<file path="src/rtl/uart_pkg.sv">
// Shared types and constants for the UART message framer.
package uart_pkg;

  localparam logic [7:0] SYNC_DEFAULT = 8'hA5;

  typedef enum logic [2:0] {
    IDLE,
    LEN,
    PAYLOAD,
    CHECK,
    READY
  } msg_state_t;

endpackage

</file>
<file path="src/rtl/uart_msg_ctrl_if.sv">
// Byte-stream input, message read port and status outputs of the message framer.
interface uart_msg_ctrl_if #(
  parameter int unsigned LEN_BITS = 5
) ();

  logic [7:0]          in_data;
  logic                in_valid;
  logic                msg_valid;
  logic [LEN_BITS-1:0] msg_len;
  logic [LEN_BITS-1:0] rd_addr;
  logic [7:0]          rd_data;
  logic                msg_ack;
  logic                err_chk;
  logic                err_len;
  logic                err_timeout;
  logic [7:0]          drop_count;

  // Byte source / message consumer side.
  modport master (
    output in_data, in_valid, rd_addr, msg_ack,
    input  msg_valid, msg_len, rd_data, err_chk, err_len, err_timeout, drop_count
  );

  // Framer side.
  modport slave (
    input  in_data, in_valid, rd_addr, msg_ack,
    output msg_valid, msg_len, rd_data, err_chk, err_len, err_timeout, drop_count
  );

endinterface

</file>
<file path="src/rtl/uart_msg_buf.sv">
// Payload storage: one synchronous write port, one asynchronous read port, no reset.
module uart_msg_buf #(
  parameter int unsigned DEPTH = 16,
  parameter int unsigned AW    = 4
) (
  input  logic          clk,
  input  logic          we,
  input  logic [AW-1:0] waddr,
  input  logic [7:0]    wdata,
  input  logic [AW-1:0] raddr,
  output logic [7:0]    rdata
);

  logic [7:0] mem [DEPTH];

  always_ff @(posedge clk) begin
    if (we) begin
      mem[waddr] <= wdata;
    end
  end

  assign rdata = mem[raddr];

endmodule

</file>
<file path="src/rtl/uart_msg_ctrl.sv">
// Frames SYNC/LEN/payload/CHK byte streams into checked messages held for a consumer.
module uart_msg_ctrl
  import uart_pkg::*;
#(
  parameter int unsigned MAX_LEN = 16,
  parameter int unsigned TIMEOUT = 4096,
  parameter logic [7:0]  SYNC    = SYNC_DEFAULT
) (
  input logic            clk,
  input logic            rst_n,
  uart_msg_ctrl_if.slave bus
);

  localparam int unsigned LEN_BITS = $clog2(MAX_LEN + 1);
  localparam int unsigned AW       = (MAX_LEN > 1) ? $clog2(MAX_LEN) : 1;
  localparam int unsigned DEPTH    = 1 << AW;
  localparam int unsigned TW       = (TIMEOUT > 1) ? $clog2(TIMEOUT) : 1;

  msg_state_t          state_q;
  logic                valid_q;
  logic [TW-1:0]       timer_q;
  logic [AW-1:0]       idx_q;
  logic [LEN_BITS-1:0] len_q;
  logic [7:0]          sum_q;
  logic                msg_valid_q;
  logic [LEN_BITS-1:0] msg_len_q;
  logic                err_chk_q;
  logic                err_len_q;
  logic                err_timeout_q;
  logic [7:0]          drop_q;

  logic accept;
  logic len_bad;
  logic timer_expired;
  logic last_payload;
  logic chk_ok;
  logic buf_we;

  // One accept per in_valid high period, on its rising edge.
  assign accept        = bus.in_valid & ~valid_q;
  assign len_bad       = (bus.in_data == 8'd0) || (32'(bus.in_data) > MAX_LEN);
  assign timer_expired = (timer_q == TW'(TIMEOUT - 1));
  assign last_payload  = ((LEN_BITS'(idx_q) + LEN_BITS'(1)) == len_q);
  assign chk_ok        = ((sum_q + bus.in_data) == 8'h00);
  assign buf_we        = accept && (state_q == PAYLOAD);

  uart_msg_buf #(
    .DEPTH (DEPTH),
    .AW    (AW)
  ) u_buf (
    .clk   (clk),
    .we    (buf_we),
    .waddr (idx_q),
    .wdata (bus.in_data),
    .raddr (bus.rd_addr[AW-1:0]),
    .rdata (bus.rd_data)
  );

  always_ff @(posedge clk or negedge rst_n) begin
    if (!rst_n) begin
      state_q       <= IDLE;
      valid_q       <= 1'b0;
      timer_q       <= '0;
      idx_q         <= '0;
      len_q         <= '0;
      sum_q         <= '0;
      msg_valid_q   <= 1'b0;
      msg_len_q     <= '0;
      err_chk_q     <= 1'b0;
      err_len_q     <= 1'b0;
      err_timeout_q <= 1'b0;
      drop_q        <= '0;
    end else begin
      valid_q       <= bus.in_valid;
      err_chk_q     <= 1'b0;
      err_len_q     <= 1'b0;
      err_timeout_q <= 1'b0;

      unique case (state_q)
        IDLE: begin
          if (accept && (bus.in_data == SYNC)) begin
            state_q <= LEN;
            timer_q <= '0;
          end
        end

        LEN: begin
          if (accept) begin
            timer_q <= '0;
            if (len_bad) begin
              state_q   <= IDLE;
              err_len_q <= 1'b1;
            end else begin
              state_q <= PAYLOAD;
              len_q   <= LEN_BITS'(bus.in_data);
              sum_q   <= bus.in_data;
              idx_q   <= '0;
            end
          end else if (timer_expired) begin
            state_q       <= IDLE;
            err_timeout_q <= 1'b1;
          end else begin
            timer_q <= timer_q + TW'(1);
          end
        end

        PAYLOAD: begin
          if (accept) begin
            timer_q <= '0;
            sum_q   <= sum_q + bus.in_data;
            idx_q   <= idx_q + AW'(1);
            if (last_payload) begin
              state_q <= CHECK;
            end
          end else if (timer_expired) begin
            state_q       <= IDLE;
            err_timeout_q <= 1'b1;
          end else begin
            timer_q <= timer_q + TW'(1);
          end
        end

        CHECK: begin
          if (accept) begin
            timer_q <= '0;
            if (chk_ok) begin
              state_q     <= READY;
              msg_valid_q <= 1'b1;
              msg_len_q   <= len_q;
            end else begin
              state_q   <= IDLE;
              err_chk_q <= 1'b1;
            end
          end else if (timer_expired) begin
            state_q       <= IDLE;
            err_timeout_q <= 1'b1;
          end else begin
            timer_q <= timer_q + TW'(1);
          end
        end

        READY: begin
          // Buffer stays frozen; late bytes are only counted.
          if (accept && (drop_q != 8'hFF)) begin
            drop_q <= drop_q + 8'd1;
          end
          if (bus.msg_ack) begin
            state_q     <= IDLE;
            msg_valid_q <= 1'b0;
          end
        end

        default: state_q <= IDLE;
      endcase
    end
  end

  assign bus.msg_valid   = msg_valid_q;
  assign bus.msg_len     = msg_len_q;
  assign bus.err_chk     = err_chk_q;
  assign bus.err_len     = err_len_q;
  assign bus.err_timeout = err_timeout_q;
  assign bus.drop_count  = drop_q;

endmodule

</file>
<file path="src/flat_wrapper.sv">
// flat-port wrapper written by rule: the top's interface ports become plain ports
module uart_msg_ctrl_flat import uart_pkg::*;
#(
  parameter int unsigned MAX_LEN = 16,
  parameter int unsigned TIMEOUT = 4096,
  parameter logic [7:0]  SYNC    = SYNC_DEFAULT
)
  (clk, rst_n, bus_in_data, bus_in_valid, bus_rd_addr, bus_msg_ack, bus_msg_valid, bus_msg_len, bus_rd_data, bus_err_chk, bus_err_len, bus_err_timeout, bus_drop_count);
  uart_msg_ctrl_if #(.LEN_BITS((5))) bus_i ();
  input logic clk;
  input logic rst_n;
  input wire logic [$bits(bus_i.in_data)-1:0] bus_in_data;
  input wire logic [$bits(bus_i.in_valid)-1:0] bus_in_valid;
  input wire logic [$bits(bus_i.rd_addr)-1:0] bus_rd_addr;
  input wire logic [$bits(bus_i.msg_ack)-1:0] bus_msg_ack;
  output wire logic [$bits(bus_i.msg_valid)-1:0] bus_msg_valid;
  output wire logic [$bits(bus_i.msg_len)-1:0] bus_msg_len;
  output wire logic [$bits(bus_i.rd_data)-1:0] bus_rd_data;
  output wire logic [$bits(bus_i.err_chk)-1:0] bus_err_chk;
  output wire logic [$bits(bus_i.err_len)-1:0] bus_err_len;
  output wire logic [$bits(bus_i.err_timeout)-1:0] bus_err_timeout;
  output wire logic [$bits(bus_i.drop_count)-1:0] bus_drop_count;
  assign bus_i.in_data = bus_in_data;
  assign bus_i.in_valid = bus_in_valid;
  assign bus_i.rd_addr = bus_rd_addr;
  assign bus_i.msg_ack = bus_msg_ack;
  assign bus_msg_valid = bus_i.msg_valid;
  assign bus_msg_len = bus_i.msg_len;
  assign bus_rd_data = bus_i.rd_data;
  assign bus_err_chk = bus_i.err_chk;
  assign bus_err_len = bus_i.err_len;
  assign bus_err_timeout = bus_i.err_timeout;
  assign bus_drop_count = bus_i.drop_count;
  uart_msg_ctrl #(.MAX_LEN(MAX_LEN), .TIMEOUT(TIMEOUT), .SYNC(SYNC)) u_core (.clk(clk), .rst_n(rst_n), .bus(bus_i));
endmodule
</file>
<file path="config.mk">
export PLATFORM = sky130hd
export DESIGN_NAME = uart_msg_ctrl_flat
export DESIGN_NICKNAME = d
export VERILOG_FILES = /design/src/rtl/uart_pkg.sv /design/src/rtl/uart_msg_ctrl_if.sv /design/src/rtl/uart_msg_buf.sv /design/src/rtl/uart_msg_ctrl.sv /design/src/flat_wrapper.sv
export SDC_FILE = /design/constraint.sdc
export NUM_CORES = 1
export LEC_CHECK = 0
export ABC_AREA = 1
export CAP_MARGIN = 0
export CORE_ASPECT_RATIO = 1.4
export CORE_UTILIZATION = 65
export DETAILED_ROUTE_END_ITERATION = 10
export PLACE_DENSITY = 0.93
export SLEW_MARGIN = 30
export SYNTH_ARGS = -nofsm -noshare
export SYNTH_HDL_FRONTEND = slang
export SYNTH_SLANG_ARGS = --single-unit
</file>
<file path="constraint.sdc">
create_clock -name clk -period 5.3 [get_ports clk]
set_clock_uncertainty 0.2 [all_clocks]
set_input_delay 1.06 -clock clk [delete_from_list [all_inputs] [get_ports clk]]
set_output_delay 1.06 -clock clk [all_outputs]
set_load 0.01 [all_outputs]
</file>
==> results of run 1 <==
[placed cells by master, fill, tap and decap left out, types with 3 or more instances in the layout]
master	Yosys	layout
o211ai_1	33	33
dfrtp_1	50	50
nand2_1	117	117
nand4_1	10	10
a21oi_1	41	41
nand2_2	4	4
nor2_1	49	49
buf_4	0	10
clkdlybuf4s50_1	0	38
o21ai_2	7	7
mux2i_1	32	32
nor2_2	4	4
nand3_1	38	38
xnor2_1	5	5
ha_1	13	13
o21ai_0	56	56
clkinvlp_4	0	4
clkbuf_16	0	17
edfxtp_1	128	128
inv_2	3	3
or2_2	3	3
a31oi_1	4	4
inv_1	87	87
xor2_1	12	12
nor3_1	9	9
[how the worst min path moves through the flow]
stage | from | depth (start not counted) | endpoint
2_1_floorplan | u_core.sum_q[5] | 2 | u_core.sum_q[5]
3_3_place_gp | u_core.sum_q[5] | 2 | u_core.sum_q[5]
3_5_place_dp | u_core.bus.msg_valid | 2 | u_core.bus.msg_valid
4_1_cts | u_core.bus.msg_valid | 2 | u_core.bus.msg_valid
5_1_grt | u_core.bus.msg_valid | 2 | u_core.bus.msg_valid
6_report | u_core.bus.msg_valid | 2 | u_core.bus.msg_valid
[critical path, stage by stage]
cell and delay, ns:
buf_4 0.53, buf_4 0.51, mux2i_1 0.17, o211ai_1 0.29, o211ai_1 0.17, nand2_1 0.09
clkdlybuf4s50_1 0.53
[stage by stage]
step                setup WS (ns)  cell area [um2]  instances  hold WS (ns)  util [%]
floorplan                    1.89             8180        750         0.246         -
global placement            0.913             8690        921         0.260      70.6
detailed placement          0.711             8690        921         0.266      70.6
CTS                         0.710             9260        952         0.287      75.2
global route                0.581             9260        952         0.327      75.2
finish                      0.672             9260        952         0.283      75.2
[layer usage]
metal / part of all wire, % / GRT usage (%) / up-vias
li1: - / - / 2676
met3: 7.0 / 6.88 / 84
met4: 5.3 / 18.6 / 0
met5: 0 / 0 / -
met1: 36 / 32.8 / 2767
met2: 52 / 53.3 / 338
[where the power goes]
| part | switching (W) | leakage [nW] | internal (W) |
|---|---|---|---|
| combinational | 0.000496 | 1.65 | 0.000273 |
| clock | 0.000526 | 0.261 | 0.000693 |
| sequential | 0.0000909 | 1.80 | 0.00158 |
[cells by family (layout without fill, tap and decap cells)]
kind of cell / after synthesis / after routing
AOI/OAI and AO/OA: 147 / 147
xor gates and xnor gates: 17 / 17
adders and majority gates: 14 / 14
buffers and inverters: 119 / 171
DFF: 178 / 178
muxes: 32 / 32
and+or+nand+nor: 243 / 243
[sequential cells by signal (all words and copies together) (netlist names), 3 cells and up]
| signal | cells |
|---|---|
| u_core.state_q | 3 |
| u_core.idx_q | 4 |
| u_core.bus.drop_count | 8 |
| u_core.len_q | 5 |
| u_core.timer_q | 12 |
| u_core.u_buf.mem | 128 |
| u_core.sum_q | 8 |
| u_core.bus.msg_len | 5 |
[area by class of cell]
class / count / area, um2 / area share [%]
Timing Repair Buffer: 48 / 455 / 4.92
Clock buffer: 19 / 433 / 4.68
Sequential cell: 178 / 5090 / 55.0
Tap cell: 150 / 188 / 2.03
Multi-Input combinational cell: 453 / 2600 / 28.1
Inverter: 92 / 350 / 3.79
Clock inverter: 12 / 133 / 1.43
==> flow_summary_export.csv, run 1 <==
group,metric,value,unit
synth,syn_area,0.00818,mm2
routing,vias,5865,
sta,min_period_over_period,87.3,%
clocking,cts_hold_buf,0,
synth,synthAdderAreaFrac,2.23,%
global_route,grt_max_degree,62,
sta,setup_violations,0,
synth,synth_top_area_share,47.0,%
worst_setup_path,critical_path_class,"in2out",
routing,drt_iter0_markers,483,
global_route,grt_pass1_wl,29.8,mm
synth,synth_top_cell_by_area,"edfxtp_1",
power_and_ir_drop,ir_drop,0.000427,V
clocking,htree_levels,4,
worst_setup_path,crit_end,"bus_rd_data[6]",
routing,routed_wl,18.7,mm
power_and_ir_drop,power,0.00366,W
floorplan,ios,42,
sta,finalHoldViolations,0,
synth,synthArstFlopShare,28.1,%
global_route,grt_pass1_vias,6042,
synth,synth_cells,750,
global_route,grt_overflow_total,0,
synth,yosysWarnings,0,
power_and_ir_drop,leakage,3.71,nW
routing,drtPass1Iterations,6,
placed_design,hpwl,11.8,mm
final_layout,drive_above_1_share,8.48,%
routing,drc,0,
floorplan,die_area,0.0130,mm2
worst_setup_path,required,4.04,ns
global_route,grt_antenna_before_repair,0,
worst_setup_path,ff2ff_path_depth,5,
floorplan,die_w,96.8,um
clocking,post_cts_buffers,0,
final_layout,n_fill_cell,713,
min_path,hold_class,"reg2reg",
synth,synth_top_family_by_area,"simple AND/OR/NAND/NOR gates",
status,outcome,"finished, final reports clean",
clocking,cts_tree,"done",
synth,synth-xor-area-share,1.82,%
sta,maxSlewViolCount,0,
final_layout,num-nets-final,821,
synth,yosys-top-cells-area,"edfxtp_1 47%, dfrtp_1 15%, nand2_1 5.4%",
synth,ys_ff_latch,178,
floorplan,die_y,135,um
clocking,clock_latency,0.43,ns
worst_setup_path,crit_start,"bus_rd_addr[0]",
worst_setup_path,r2r_end,"u_core.u_buf.mem[9][1]",
synth,synth_edf_count,128,
global_route,track_usage,30.1,%
sta,finalCriticalPeriod,4.63,ns
run,max_cap_violations,0,
synth,synth_flop_cell,"edfxtp_1",
clocking,postCtsResizedCells,0,
worst_setup_path,start_kind,"input pin",
clocking,cts_root_buf,"clkbuf_16",
worst_setup_path,endpoint_kind,"output pin",
worst_setup_path,r2r-start,"u_core.state_q[2]",
routing,post_drt_via_cell_ratio,6.16,
routing,ant_nets,0,
floorplan,rows,48,
floorplan,core,0.0123,mm2
placed_design,gp_congestion,0.896,
worst_setup_path,cp_max_fo,61,
sta,tns,0,ns
clocking,path_clk_slew,0.06,ns
power_and_ir_drop,power.density,395,mW/mm2
placed_design,portBuffers,40,
routing,wl_per_cell,19.6,um
clocking,clkSinkCount,178,
worst_setup_path,critPathArrivalTime,3.37,ns
sta,worstMarginPinSlew,0.899,ns
sta,slew_headroom,39.9,%
synth,syn_nets,781,
final_layout,syn2layout_area_growth,13.2,%
clocking,cts_made_buffers,17,
synth,yosys.area_share.simple,13.4,%
final_layout,antennaDiodeCount,0,
clocking,cts_buffer_depth,2,
synth,syn_area_per_cell,10.9,um2
sta,max_clock_freq,216,MHz
synth,ys_seq_area_share,62.3,%
synth,synth_cell_types,39,
synth,synth.top_cells.by_count,"128 x edfxtp_1, 117 x nand2_1, 87 x inv_1",
worst_setup_path,r2r_setup_slack,2.07,ns
sta,rsz0062_at_grt,"false",
synth,synth_compound_area_share,10.5,%
synth,synth.most_common_cell,"edfxtp_1",
synth,muxShareOfSynthArea,3.92,%
floorplan,initial_core_util,66.4,%
Note: power is estimated with default switching activity, not from simulation.
==> inputs of run 2 (changes only) <==
MAX_ROUTING_LAYER = met4   (was unset)
==> run 2 against run 1 <==
Compared with the run above:
- clock power decreased by 3%
- hold slack about the same
- die area unchanged
- critical path depth unchanged
- critical endpoint is now bus_rd_data[7]
- highest routed layer unchanged
==> flow_summary_export.csv, run 2 (synthesized netlist as in run 1, its figures left out) <==
group,metric,value,unit
routing,drt_iter0_markers,609,
clocking,htree_levels,4,
clocking,cts_tree,"done",
worst_setup_path,ff2ff_path_depth,5,
power_and_ir_drop,ir_drop,0.000332,V
final_layout,largest-register,"u_core.u_buf.mem",
placed_design,hpwl,11.7,mm
min_path,holdCritStartpoint,"u_core.bus.msg_valid",
final_layout,final_common_cell,"edfxtp_1",
clocking,path_clk_slew,0.06,ns
clocking,clock_latency,0.44,ns
min_path,hold_class,"reg2reg",
clocking,clkSinkCount,178,
sta,setup_violations,0,
worst_setup_path,r2r_setup_slack,2.07,ns
routing,drc,0,
final_layout,reg.largest.list,"u_core.u_buf.mem: 128 flops, u_core.timer_q: 12 flops",
power_and_ir_drop,comb_power_share,21.6,%
power_and_ir_drop,power.density,394,mW/mm2
worst_setup_path,critPathArrivalTime,3.40,ns
sta,finalCriticalPeriod,4.66,ns
status,outcome,"finished, final reports clean",
routing,wl_per_cell,20.1,um
floorplan,die_w,96.8,um
final_layout,final_util,75.0,%
floorplan,core,0.0123,mm2
final_layout,syn2layout_area_growth,13.0,%
floorplan,die_area,0.0130,mm2
final_layout,largest_reg_flops,128,
floorplan,ios,42,
routing,vias,5968,
clocking,cts_buffer_depth,2,
final_layout,num-nets-final,822,
power_and_ir_drop,power,0.00364,W
min_path,hold_depth,2,
routing,ant_nets,0,
sta,tns,0,ns
run,max_cap_violations,0,
global_route,grt_max_degree,62,
sta,maxSlewViolCount,0,
global_route,grt_pass1_wl,30.7,mm
clocking,cts_made_buffers,17,
global_route,track_usage,31.8,%
worst_setup_path,r2r_end,"u_core.u_buf.mem[9][3]",
power_and_ir_drop,intPower,0.00249,W
placed_design,portBuffers,40,
worst_setup_path,cp_max_fo,61,
sta,worstMarginPinSlew,0.922,ns
power_and_ir_drop,p_switching,0.00115,W
floorplan,die_y,135,um
floorplan,initial_core_util,66.4,%
clocking,cts_hold_buf,0,
worst_setup_path,start_kind,"input pin",
global_route,grt_pass1_vias,6002,
placed_design,dp_cells,922,
worst_setup_path,required,4.04,ns
min_path,whs_endpoint,"u_core.bus.msg_valid",
final_layout,layoutNonFillerInstCount,953,
routing,drtPass1Iterations,7,
routing,post_drt_via_cell_ratio,6.26,
final_layout,antennaDiodeCount,0,
power_and_ir_drop,leakage,3.70,nW
routing,routed_wl,19.2,mm
worst_setup_path,critical_path_class,"in2out",
global_route,grt_overflow_total,0,
placed_design,gp_congestion,0.894,
global_route,grt_antenna_before_repair,0,
sta,finalHoldViolations,0,
worst_setup_path,r2r-start,"u_core.state_q[2]",
power_and_ir_drop,switching_share,31.5,%
final_layout,mostFrequentLayoutCells,"128 x edfxtp_1, 117 x nand2_1, 87 x inv_1",
worst_setup_path,endpoint_kind,"output pin",
sta,rsz0062_at_grt,"false",
clocking,postCtsResizedCells,0,
sta,min_period_over_period,88.0,%
sta,max_clock_freq,214,MHz
final_layout,drive_above_1_share,8.59,%
power_and_ir_drop,p_clk_share,32.6,%
sta,hold_slack,0.283,ns
final_layout,n_fill_cell,729,
clocking,cts_root_buf,"clkbuf_16",
power_and_ir_drop,seqPwrFrac,45.8,%
clocking,post_cts_buffers,0,
floorplan,rows,48,
sta,slew_headroom,38.3,%
==> run 2: changes by cell type in the layout (fill, tap and decap cells not counted), sizes merged <==
cell | previous run | this run
clkbuf | 19 | 17
buf | 10 | 11
bufinv | 2 | 1
inv | 95 | 94
clkinv | 2 | 6
==> run 2: power by group through the flow <==
| stage | Clock (W) | Sequential, W | Combinational [W] |
|---|---|---|---|
| CTS | 0.00118 | 0.00166 | 0.000771 |
| floorplan | 0 | 0.00168 | 0.000530 |
| finish | 0.00118 | 0.00167 | 0.000786 |
| global placement | 0 | 0.00168 | 0.000689 |
| global route | 0.00124 | 0.00167 | 0.000859 |
| detailed placement | 0 | 0.00169 | 0.000736 |
==> run 2: cell type report <==
type / count / area, um2 / share of cell area, %
Clock buffer: 17 / 425 / 4.60
Clock inverter: 14 / 116 / 1.26
Inverter: 92 / 350 / 3.79
Timing Repair Buffer: 49 / 463 / 5.01
Multi-Input combinational cell: 453 / 2600 / 28.2
Tap cell: 150 / 188 / 2.03
Sequential cell: 178 / 5090 / 55.1
==> run 2: how the worst max path moves through the flow <==
stage,slack (ns),from,endpoint,cells past startpoint
2_1_floorplan,1.89,bus_rd_addr[0],bus_rd_data[0],7
3_3_place_gp,0.89,bus_rd_addr[1],bus_rd_data[4],6
3_5_place_dp,0.83,bus_rd_addr[0],bus_rd_data[2],7
4_1_cts,0.70,bus_rd_addr[0],bus_rd_data[7],7
5_1_grt,0.52,bus_rd_addr[0],bus_rd_data[7],7
6_report,0.64,bus_rd_addr[0],bus_rd_data[7],7
==> run 2: critical path, stage by stage <==
cell	delay (ns)
buf_4	0.52
buf_4	0.50
mux2i_1	0.16
o211ai_1	0.30
nand3_1	0.17
nand2_1	0.10
clkdlybuf4s50_1	0.55
==> run 2: per-stage QoR <==
step / cell area, um2 / setup WS [ns]
3_3_place_gp: 8690 / 0.890
2_1_floorplan: 8180 / 1.89
4_1_cts: 9240 / 0.704
6_report: 9240 / 0.636
3_5_place_dp: 8700 / 0.826
5_1_grt: 9240 / 0.521
==> run 2: metal layers <==
metal | up-vias | wire (um) | global-route usage [%]
li1 | 2683 | - | -
met1 | 2836 | 6730 | 34.8
met2 | 372 | 10000 | 54.9
met3 | 77 | 1530 | 6.88
met4 | 0 | 867 | 16.1
met5 | - | 0 | -
==> inputs of run 3 (changes only) <==
RECOVER_POWER = 50   (was unset)
==> run 3 against run 2 <==
Compared with the run above:
- routed wire length rose by 0.14%
- fmax about the same
- first-iteration DRC count is 1.8% lower
- non-clock buffer count unchanged
- utilization shrank 0.35 points
- sequential cell count unchanged
- global-route usage stayed put
- critical path depth unchanged
- the flow now finishes with violations (max-capacitance violations, max-slew violations)
- cell count is the same
- final area is 0.46% lower
- setup slack improved by 0.0036 ns
- hold slack got worse by 0.0057 ns
==> flow_summary_export.csv, run 3 (synthesized netlist as in run 1, its figures left out) <==
group,metric,value,unit
worst_setup_path,start_kind,"input pin",
final_layout,final_common_cell,"edfxtp_1",
sta,finalCriticalPeriod,4.66,ns
status,outcome,"finished with violations",
global_route,grt_overflow_total,0,
sta,min_period_over_period,87.9,%
sta,worstMarginPinSlew,2.60,ns
worst_setup_path,critical-path-max-stage-delay,0.55,ns
placed_design,portBuffers,40,
sta,slew_headroom,-73.5,%
worst_setup_path,critical_path_class,"in2out",
final_layout,mostFrequentLayoutCells,"128 x edfxtp_1, 118 x nand2_1, 87 x inv_1",
final_layout,largest_reg_flops,128,
floorplan,core,0.0123,mm2
sta,tns,0,ns
power_and_ir_drop,power.density,395,mW/mm2
floorplan,rows,48,
routing,drtPass1Iterations,5,
final_layout,num-nets-final,822,
clocking,cts_root_buf,"clkbuf_16",
sta,hold_slack,0.278,ns
routing,drc,0,
worst_setup_path,crit_chain,"buf_4 > buf_4 > mux2i_1 > o211ai_1 > nand3_1 > nand2_1 > clkdlybuf4s50_1",
clocking,cts_buffer_depth,2,
routing,drt_iter0_markers,598,
routing,routed_wl,19.2,mm
clocking,clkSinkCount,178,
clocking,cts_tree,"done",
clocking,cts_made_buffers,17,
status,failed_checks,"max-capacitance violations, max-slew violations",
worst_setup_path,crit_path_top_delay_cell,"clkdlybuf4s50_1",
final_layout,antennaDiodeCount,0,
floorplan,initial_core_util,66.4,%
placed_design,hpwl,11.7,mm
clocking,htree_levels,4,
floorplan,die_y,135,um
worst_setup_path,critPathArrivalTime,3.40,ns
floorplan,ios,42,
global_route,grt_max_degree,62,
final_layout,drive_above_1_share,7.22,%
run,max_cap_violations,1,
routing,vias,5962,
floorplan,die_w,96.8,um
global_route,grt_pass1_vias,6002,
global_route,grt_pass1_wl,30.7,mm
final_layout,largest-register,"u_core.u_buf.mem",
worst_setup_path,cp_max_fo,61,
routing,post_drt_via_cell_ratio,6.26,
min_path,hold_class,"reg2reg",
clocking,cts_hold_buf,0,
sta,max_clock_freq,215,MHz
worst_setup_path,critical_path_buf_inv_count,3,
clocking,postCtsResizedCells,0,
global_route,track_usage,31.8,%
sta,setup_violations,0,
routing,ant_nets,0,
floorplan,die_area,0.0130,mm2
clocking,post_cts_buffers,0,
sta,maxSlewViolCount,51,
sta,finalHoldViolations,0,
placed_design,gp_congestion,0.894,
routing,wl_per_cell,20.1,um
worst_setup_path,critical_path.top_delay_family,"buffers and inverters",
final_layout,reg.largest.list,"u_core.u_buf.mem: 128 flops, u_core.timer_q: 12 flops",
clocking,clock_latency,0.44,ns
worst_setup_path,required,4.04,ns
worst_setup_path,endpoint_kind,"output pin",
power_and_ir_drop,ir_drop,0.000326,V
global_route,grt_antenna_before_repair,0,
power_and_ir_drop,leakage,3.69,nW
sta,rsz0062_at_grt,"false",
final_layout,syn2layout_area_growth,12.5,%
worst_setup_path,crit_top_cell,"buf_4",
clocking,path_clk_slew,0.06,ns
final_layout,final_util,74.7,%
run 3: layer usage:
layer | global-route usage, % | part of all wire, %
met3 | 6.88 | 7.9
met5 | - | 0
met4 | 16.1 | 4.2
met2 | 54.9 | 52
met1 | 34.8 | 35
run 3: worst min-delay path, cell delays in order (launching register included):
cell and delay (ns):
dfrtp_1 0.34, nand2_1 0.05, nand2_1 0.05
run 3: final timing paths:
check / from / to / slack [ns] / cells after the start
setup / recovery: bus_rd_addr[0] / bus_rd_data[7] / 0.64 / 7
hold / removal: u_core.bus.msg_valid / u_core.bus.msg_valid / 0.28 / 2
setup reg to reg: u_core.state_q[2] / u_core.u_buf.mem[9][3] / 2.09 / 5
hold reg to reg: u_core.bus.msg_valid / u_core.bus.msg_valid / 0.28 / 2
max in group asynchronous: rst_n / u_core.sum_q[5] / 2.19 / 1
min in group asynchronous: rst_n / u_core.timer_q[1] / 1.24 / 1
run 3: area by class of cell:
cell class / count / area, um2
Clock inverter: 14 / 116
Sequential cell: 178 / 5090
Clock buffer: 17 / 425
Tap cell: 150 / 188
Multi-Input combinational cell: 453 / 2580
Fill cell: 741 / 3120
Timing Repair Buffer: 49 / 440
Inverter: 92 / 350
run 3: where the power goes:
part	leakage [nW]	switching, W	total, W	internal [W]
sequential	1.80	0.0000915	0.00167	0.00158
clock	0.250	0.000548	0.00119	0.000640
combinational	1.64	0.000510	0.000777	0.000267
total	3.69	0.00115	0.00363	0.00248
run 3: through the flow:
stage               setup slack (ns)  power [W]  std cells  instance area [um2]
finish                         0.640    0.00363        953                 9200
global route                   0.521    0.00376        953                 9200
CTS                            0.704    0.00362        953                 9240
detailed placement             0.826    0.00242        922                 8700
global placement               0.890    0.00237        922                 8690
floorplan                       1.89    0.00221        750                 8180
